## config.mk

```make
export PLATFORM = sky130hd
export DESIGN_NAME = qpu_exu_alu_dpath_arb
export DESIGN_NICKNAME = d
export VERILOG_FILES = /design/src/rtl/qpu_exu_alu_dpath_arb_pkg.sv /design/src/rtl/qpu_rr_pick4.sv /design/src/rtl/qpu_exu_alu_dpath_arb.sv
export SDC_FILE = /design/constraint.sdc
export NUM_CORES = 1
export LEC_CHECK = 0
export BUFFER_PORTS_ARGS = -buffer_cell sky130_fd_sc_hd__buf_2
export CAP_MARGIN = 20
export CORE_MARGIN = 10
export CORE_UTILIZATION = 46
export DETAILED_ROUTE_END_ITERATION = 8
export GPL_ROUTABILITY_DRIVEN = 1
export PLACE_DENSITY_LB_ADDON = 0.25
export SLEW_MARGIN = 20
export SYNTH_ARGS = -nofsm -noshare
export SYNTH_HDL_FRONTEND = slang
export SYNTH_SLANG_ARGS = --single-unit
export TNS_END_PERCENT = 100
```

## constraint.sdc

```tcl
create_clock -name clk -period 3.3 [get_ports clk]
set_input_delay 0.165 -clock clk [delete_from_list [all_inputs] [get_ports clk]]
set_output_delay 0.165 -clock clk [all_outputs]
set_load 0.05 [all_outputs]
```

## src/rtl/qpu_exu_alu_dpath_arb_pkg.sv

```systemverilog
// Shared constants and types for the EXU ALU datapath arbiter.
// Requester indices, counts and the one-hot to index helper live here.
package qpu_exu_alu_dpath_arb_pkg;

    localparam int QPU_XLEN = 32;
    localparam int N_REQ    = 4;
    localparam int ID_W     = 2;

    typedef enum logic [ID_W-1:0] {
        REQ_ALU = 2'd0,
        REQ_BJP = 2'd1,
        REQ_LSU = 2'd2,
        REQ_QIU = 2'd3
    } req_id_e;

    // Grant vectors are one-hot, so OR-ing the indices of set bits yields the index.
    function automatic logic [ID_W-1:0] onehot_to_id(input logic [N_REQ-1:0] oh);
        logic [ID_W-1:0] id;
        id = '0;
        for (int i = 0; i < N_REQ; i++) begin
            if (oh[i]) id = id | ID_W'(i);
        end
        return id;
    endfunction

endpackage

```

## src/rtl/qpu_rr_pick4.sv

```systemverilog
// Combinational 4-way rotating priority picker: grants the first valid
// requester found scanning upward from ptr_i, wrapping 3 -> 0.
module qpu_rr_pick4
    import qpu_exu_alu_dpath_arb_pkg::*;
(
    input  logic [N_REQ-1:0] valid_i,
    input  logic [ID_W-1:0]  ptr_i,
    output logic [N_REQ-1:0] grant_o
);

    always_comb begin
        logic            found;
        logic [ID_W-1:0] idx;
        // NOTE: every variable gets a default before the loop so no latch is inferred.
        grant_o = '0;
        found   = 1'b0;
        idx     = '0;
        for (int i = 0; i < N_REQ; i++) begin
            idx = ptr_i + ID_W'(i);
            if (!found && valid_i[idx]) begin
                grant_o[idx] = 1'b1;
                found        = 1'b1;
            end
        end
    end

endmodule

```

## src/rtl/qpu_exu_alu_dpath_arb.sv

```systemverilog
// Arbiter/sequencer for the shared EXU ALU datapath: picks one of four
// requesters per cycle and returns the datapath result through a one-entry register.
module qpu_exu_alu_dpath_arb
    import qpu_exu_alu_dpath_arb_pkg::*;
#(
    parameter int XLEN      = QPU_XLEN,
    parameter int PRIO_MODE = 0
) (
    input  logic             clk,
    input  logic             rst_n,
    input  logic [N_REQ-1:0] req_valid,
    output logic [N_REQ-1:0] req_ready,
    input  logic             flush,
    output logic [N_REQ-1:0] dpath_sel,
    input  logic [XLEN-1:0]  dpath_res,
    input  logic             dpath_cmp_res,
    output logic             rsp_valid,
    input  logic             rsp_ready,
    output logic [ID_W-1:0]  rsp_id,
    output logic [XLEN-1:0]  rsp_res,
    output logic             rsp_cmp
);

    logic             rsp_valid_q;
    logic [ID_W-1:0]  rsp_id_q;
    logic [XLEN-1:0]  rsp_res_q;
    logic             rsp_cmp_q;
    logic [ID_W-1:0]  ptr_q;
    logic [ID_W-1:0]  pick_ptr;
    logic [N_REQ-1:0] grant;
    logic [ID_W-1:0]  win_id;
    logic             slot_free;
    logic             accept;

    // Fixed priority is the rotating picker anchored at ALU.
    assign pick_ptr = (PRIO_MODE != 0) ? '0 : ptr_q;

    qpu_rr_pick4 u_pick (
        .valid_i (req_valid),
        .ptr_i   (pick_ptr),
        .grant_o (grant)
    );

    assign slot_free = ~rsp_valid_q | rsp_ready;
    assign accept    = rst_n & slot_free & ~flush & (|req_valid);
    assign req_ready = accept ? grant : '0;
    assign dpath_sel = req_ready;
    assign win_id    = onehot_to_id(grant);

    // NOTE: sequential state uses non-blocking assignments so all registers update together.
    always_ff @(posedge clk or negedge rst_n) begin
        if (!rst_n) begin
            rsp_valid_q <= 1'b0;
            rsp_id_q    <= '0;
            rsp_res_q   <= '0;
            rsp_cmp_q   <= 1'b0;
            ptr_q       <= '0;
        end else if (flush) begin
            rsp_valid_q <= 1'b0;
        end else if (accept) begin
            rsp_valid_q <= 1'b1;
            rsp_id_q    <= win_id;
            rsp_res_q   <= dpath_res;
            rsp_cmp_q   <= dpath_cmp_res;
            ptr_q       <= win_id + ID_W'(1);
        end else if (rsp_ready) begin
            rsp_valid_q <= 1'b0;
        end
    end

    assign rsp_valid = rsp_valid_q;
    assign rsp_id    = rsp_id_q;
    assign rsp_res   = rsp_res_q;
    assign rsp_cmp   = rsp_cmp_q;

endmodule

```

**After elaboration in Yosys (flattened, before gate mapping)**

Cells that the tools add are included.

- $add $sub $neg: 4
- $lt $le $gt $ge: 8
- Multiplexer cells: 30
- Bitwise logic cells: 9
- Reductions and logical operators: 13

Operators with widths:

| kind | number |
|---|---|
| $mux W4 | 5 |
| $mux W1 | 15 |
| $lt A2 B3 Y1 const B | 4 |
| $or A4 B4 Y4 | 3 |
| $bmux W1 S2 | 4 |
| $demux W1 S2 | 4 |
| $ge A2 B1 Y1 const B | 4 |
| $logic_and A1 B1 Y1 | 7 |
| $add A2 B1 Y2 const B | 2 |
| $add A2 B2 Y2 const B | 2 |
| $mux W2 | 2 |
| $reduce_or A4 Y1 | 1 |
| $and A1 B1 Y1 | 3 |
| $logic_not A1 Y1 | 3 |
| $reduce_bool A3 Y1 | 1 |
| $not A1 Y1 | 2 |
| $reduce_and A2 Y1 | 1 |
| $or A1 B1 Y1 | 1 |

- Bits in registers: 38
- Input port bits: 41
- Output and inout port bits: 44
- Logic and storage cells: 69

**Longest topological paths before layout**

- Word-level depth: 16
- Mapped depth: 9
- Depth with buffers taken out: 8

**Modules after synthesis**

From an unflattened synthesis, not the netlist that was laid out.

- Cell total of the unflattened synthesis: 134
- Area total of the unflattened synthesis: 2024.4 sq um

By module, submodules not included:

| module | times used | cells each | area an instance (sq um) | seq. area each (sq um) |
|---|---|---|---|---|
| qpu_exu_alu_dpath_arb | 1 | 98 | 1686.6 | 950.9 |
| qpu_rr_pick4 | 1 | 36 | 337.8 | 0.0 |

**Least setup slack after synthesis**

No wires, ideal clock.

- Kind: register to output
- Start: reg ptr_q[0] (netlist: pick_ptr[0])
- End: out req_ready[0]
- Arrival: 3074 ps
- Data required time: 3135 ps
- Path slack: 61 ps
- Stages on the path, launching flop included: 10
- Buffers on the path: 2
- Path through: dfrtp_1 -> buf_6 -> inv_1 -> ha_1 -> mux4_2 -> inv_2 -> and3_1 -> o21ai_0 -> a21oi_1 -> buf_4

- Word-level cells in the longest chain between the ends: 13

Ends and longest elaborated chain:

| what | RTL line | RTL |
|---|---|---|
| start: declaration | qpu_exu_alu_dpath_arb.sv:28 | `logic [ID_W-1:0] ptr_q;` |
| start signal: assignment | qpu_exu_alu_dpath_arb.sv:65 | `ptr_q <= win_id + ID_W'(1);` |
| branches (longest 11 deep; another with $lt A2 B3 Y1) | -- |  |
| $mux W4 (*) | qpu_rr_pick4.sv:20 | `if (!found && valid_i[idx]) begin` |
| $mux W4 (*) | qpu_exu_alu_dpath_arb.sv:46 | `assign req_ready = accept ? grant : '0;` |
| end: declaration | qpu_exu_alu_dpath_arb.sv:12 | `output logic [N_REQ-1:0] req_ready,` |

Mark *: on every way between the ends. The select of a mux whose other input is x is not followed.

**Final worst setup path**

- Start: reg ptr_q[1] (netlist: pick_ptr[1])
- End: out req_ready[2]

Same word-level chain as after synthesis.

==> out/results.tsv <==
stage	metric	value	unit
status	status	finished clean	
layout	register_area	952.2	um^2
synth	async_reset_ff_share	100.0	%
synth	netlist_instances	218	
global_routing	grt_pass1_vias	1806	
die	core	4086	um^2
worst_setup_path	reg2reg_slack	0.77	ns
sta	rsz0062_at_grt	no	
cts	cts_buffer_depth	2	
placement	gp_congestion	0.8976	
worst_setup_path	criticalPathCategory	register to output port	
die	die_area	7356	um^2
worst_setup_path	endpoint	req_ready[2]	
die	die_h	85.77	um
min_path	hold_path.startpoint	dpath_res[4]	
layout	area_growth	27.42	%
synth	ys_warn_count	0	
route	via_per_inst	4.938	
sta	worst_pin_slew	0.4431	ns
route	drc	0	
worst_setup_path	crit_start	pick_ptr[1]	
layout	mostFrequentLayoutCell	nand2_1	
layout	stdcell_count	353	
global_routing	gr-total-overflow	0	
worst_setup_path	worstPathArrival	2.88	ns
synth	synth_area	1989	um^2
pwr	vdd_drop_max	0.0003876	V
layout	drive_above_1_share	37.29	%
route	wl	5369	um
die	start_util	48.68	%
sta	finalCriticalPeriod	3.048	ns
placement	placed_area	2429	um^2
die	die_w	85.77	um
cts	cts_tree	done	
synth	yosysSeqAreaShare	47.80	%
layout	final_cell_mix	105 x nand2_1, 84 x buf_2, 37 x dfrtp_1	
synth	synth_cell_types	41	
die	io_pins	85	
global_routing	grt_max_degree	38	
worst_setup_path	crit_path_end_kind	output port	
synth	synth_area_per_cell	9.126	um^2
synth	synth_edf_count	0	
synth	yosys_most_used_dff	dfrtp_1	
cts	htreeDepth	2	
layout	finish.instance_area	2535	um^2
worst_setup_path	r2r_cells	8	
placement	dp.cells	344	
pwr	p_per_area	810.2	nW/um^2
layout	antennaDiodeCount	0	
layout	nNetsFinal	350	
cts	cts.clk_slew.worst_paths	0.08	ns
global_routing	track_usage	14.82	%
cts	cts_root_buf	clkbuf_8	
worst_setup_path	cp.required	3.13	ns
sta	max_slew_margin	69.87	%
layout	fillers	367	
global_routing	antenna_found_initial	0	
cts	clock_sinks	38	
cts	numCtsBuffers	5	
sta	report.final.slew_viol_count	0	
synth	synth_top_area_share	47.80	%
sta	fin_tns_setup	0	ns
synth	synth_top_cell_by_area	dfrtp_1	
worst_setup_path	cp-start-kind	register	
sta	hold_viol	0	
worst_setup_path	crit_fanout	10	
sta	fmax	328.1	MHz
route	drt_iter0_markers	119	
cts	clk_latency	0.29	ns
min_path	hold_path_class	input port to register	
route	wl_per_cell	15.21	um
worst_setup_path	worstReg2RegEnd	pick_ptr[1]	
route	num_vias	1743	
sta	finalCritPeriodShare	92.37	%
route	firstDrtPassIters	4	
die	rows	23	
synth	syn_nets	266	
global_routing	grt_pass1_wl	8921	um
cts	cts_setup_buffers	0	
placement	dpl.hpwl	4149	um
flow_run	max-cap-violations	0	
synth	synth-seq-cells	38	
sta	setup_viol	0	
synth	synth.area.top_cells	dfrtp_1 48%, nand2_1 20%, ha_1 4.4%	
layout	multiInputGateArea	945.9	um^2
worst_setup_path	rr_startpoint	pick_ptr[1]	
route	final_antenna_net_count	0	
placement	io_buffers	84	
pwr	leakagePower	0.001409	uW
sta	fin_skew	0.008683	ns
## power by group
group	leakage [uW]	switching [uW]	internal [uW]	total [uW]
Clock	0.0000472	166	168	334
Combinational	0.000894	749	360	1110
Sequential	0.000468	54.2	557	611
## timing repair
action	in CTS	in global routing
endpoints found under the hold margin	10	0
resized for setup	0	1
setup endpoints to repair	0	2
hold buffers	1	0
## flip-flops by register name, summed over array words and instances (netlist names)
name / count
pick_ptr: 2
rsp_cmp: 1
rsp_id: 2
rsp_valid: 1
rsp_res: 32
## cell families after synthesis
family	after synthesis	synth area share (%)
mux	8	6.415
buf+inv	16	4.654
fa+ha+maj	7	4.402
compound gates	18	7.987
simple gates	130	28.30
flops	38	47.80
xor+xnor	1	0.4403
## metrics by stage
stage               utilization [%]  hold slack [ns]  power, uW  setup WS, ns
floorplan                         -          -0.1306       1487       0.06127
global placement              59.43          0.05095       1713        0.5754
detailed placement            59.43          0.05276       1727        0.4684
CTS                           62.00          0.04932       2068        0.1345
global route                  62.03          0.05473       2178       0.06177
finish                        62.03          0.05212       2054        0.2517
## Yosys cell counts (2+ instances only)
cell type and instances:
buf_4 4, mux2i_2 2, mux4_2 2, nand2_1 105
o22ai_1 3, dfrtp_1 38, and2_1 2, nor2_1 6
ha_1 7, o21ai_0 4, a21oi_1 2, nand2b_1 2
mux2_2 2, clkbuf_1 7, and3_2 2, nor3b_1 4
inv_1 2
## how the worst min path moves through the flow
| stage | end | slack (ns) | depth (start not counted) |
|---|---|---|---|
| 2_1_floorplan | pick_ptr[0] | -0.13 | 0 |
| 3_3_place_gp | rsp_res[28] | 0.05 | 1 |
| 3_5_place_dp | rsp_res[28] | 0.05 | 1 |
| 4_1_cts | rsp_res[20] | 0.05 | 3 |
| 5_1_grt | rsp_res[7] | 0.05 | 3 |
| 6_report | rsp_res[4] | 0.05 | 3 |
## cell type report
cell class                 count  area share (%)
timing repair buffer          90           18.46
multi-input combinational    164           37.31
sequential                    38           37.56
clock inverter                 2          0.4936
tap                           50           2.468
clock buffer                   6           3.258
inverter                       3          0.4442
## per-layer routing
layer / up-vias / track usage, % / share of wire [%]
met5: - / 0 / 0
met4: 0 / 6.138 / 1.3
met3: 8 / 5.960 / 8.0
met2: 61 / 23.64 / 49
met1: 800 / 17.28 / 42
li1: 874 / - / -
## worst max-delay path, cell delays in order, from the launching register on
cell,delay [ns]
dfrtp_2,0.45
inv_1,0.15
ha_1,0.45
mux4_2,0.58
inv_2,0.12
a2111oi_2,0.07
o2bb2ai_1,0.30
and2_1,0.20
buf_2,0.27
No activity file was read; power rests on OpenSTA's default activity.
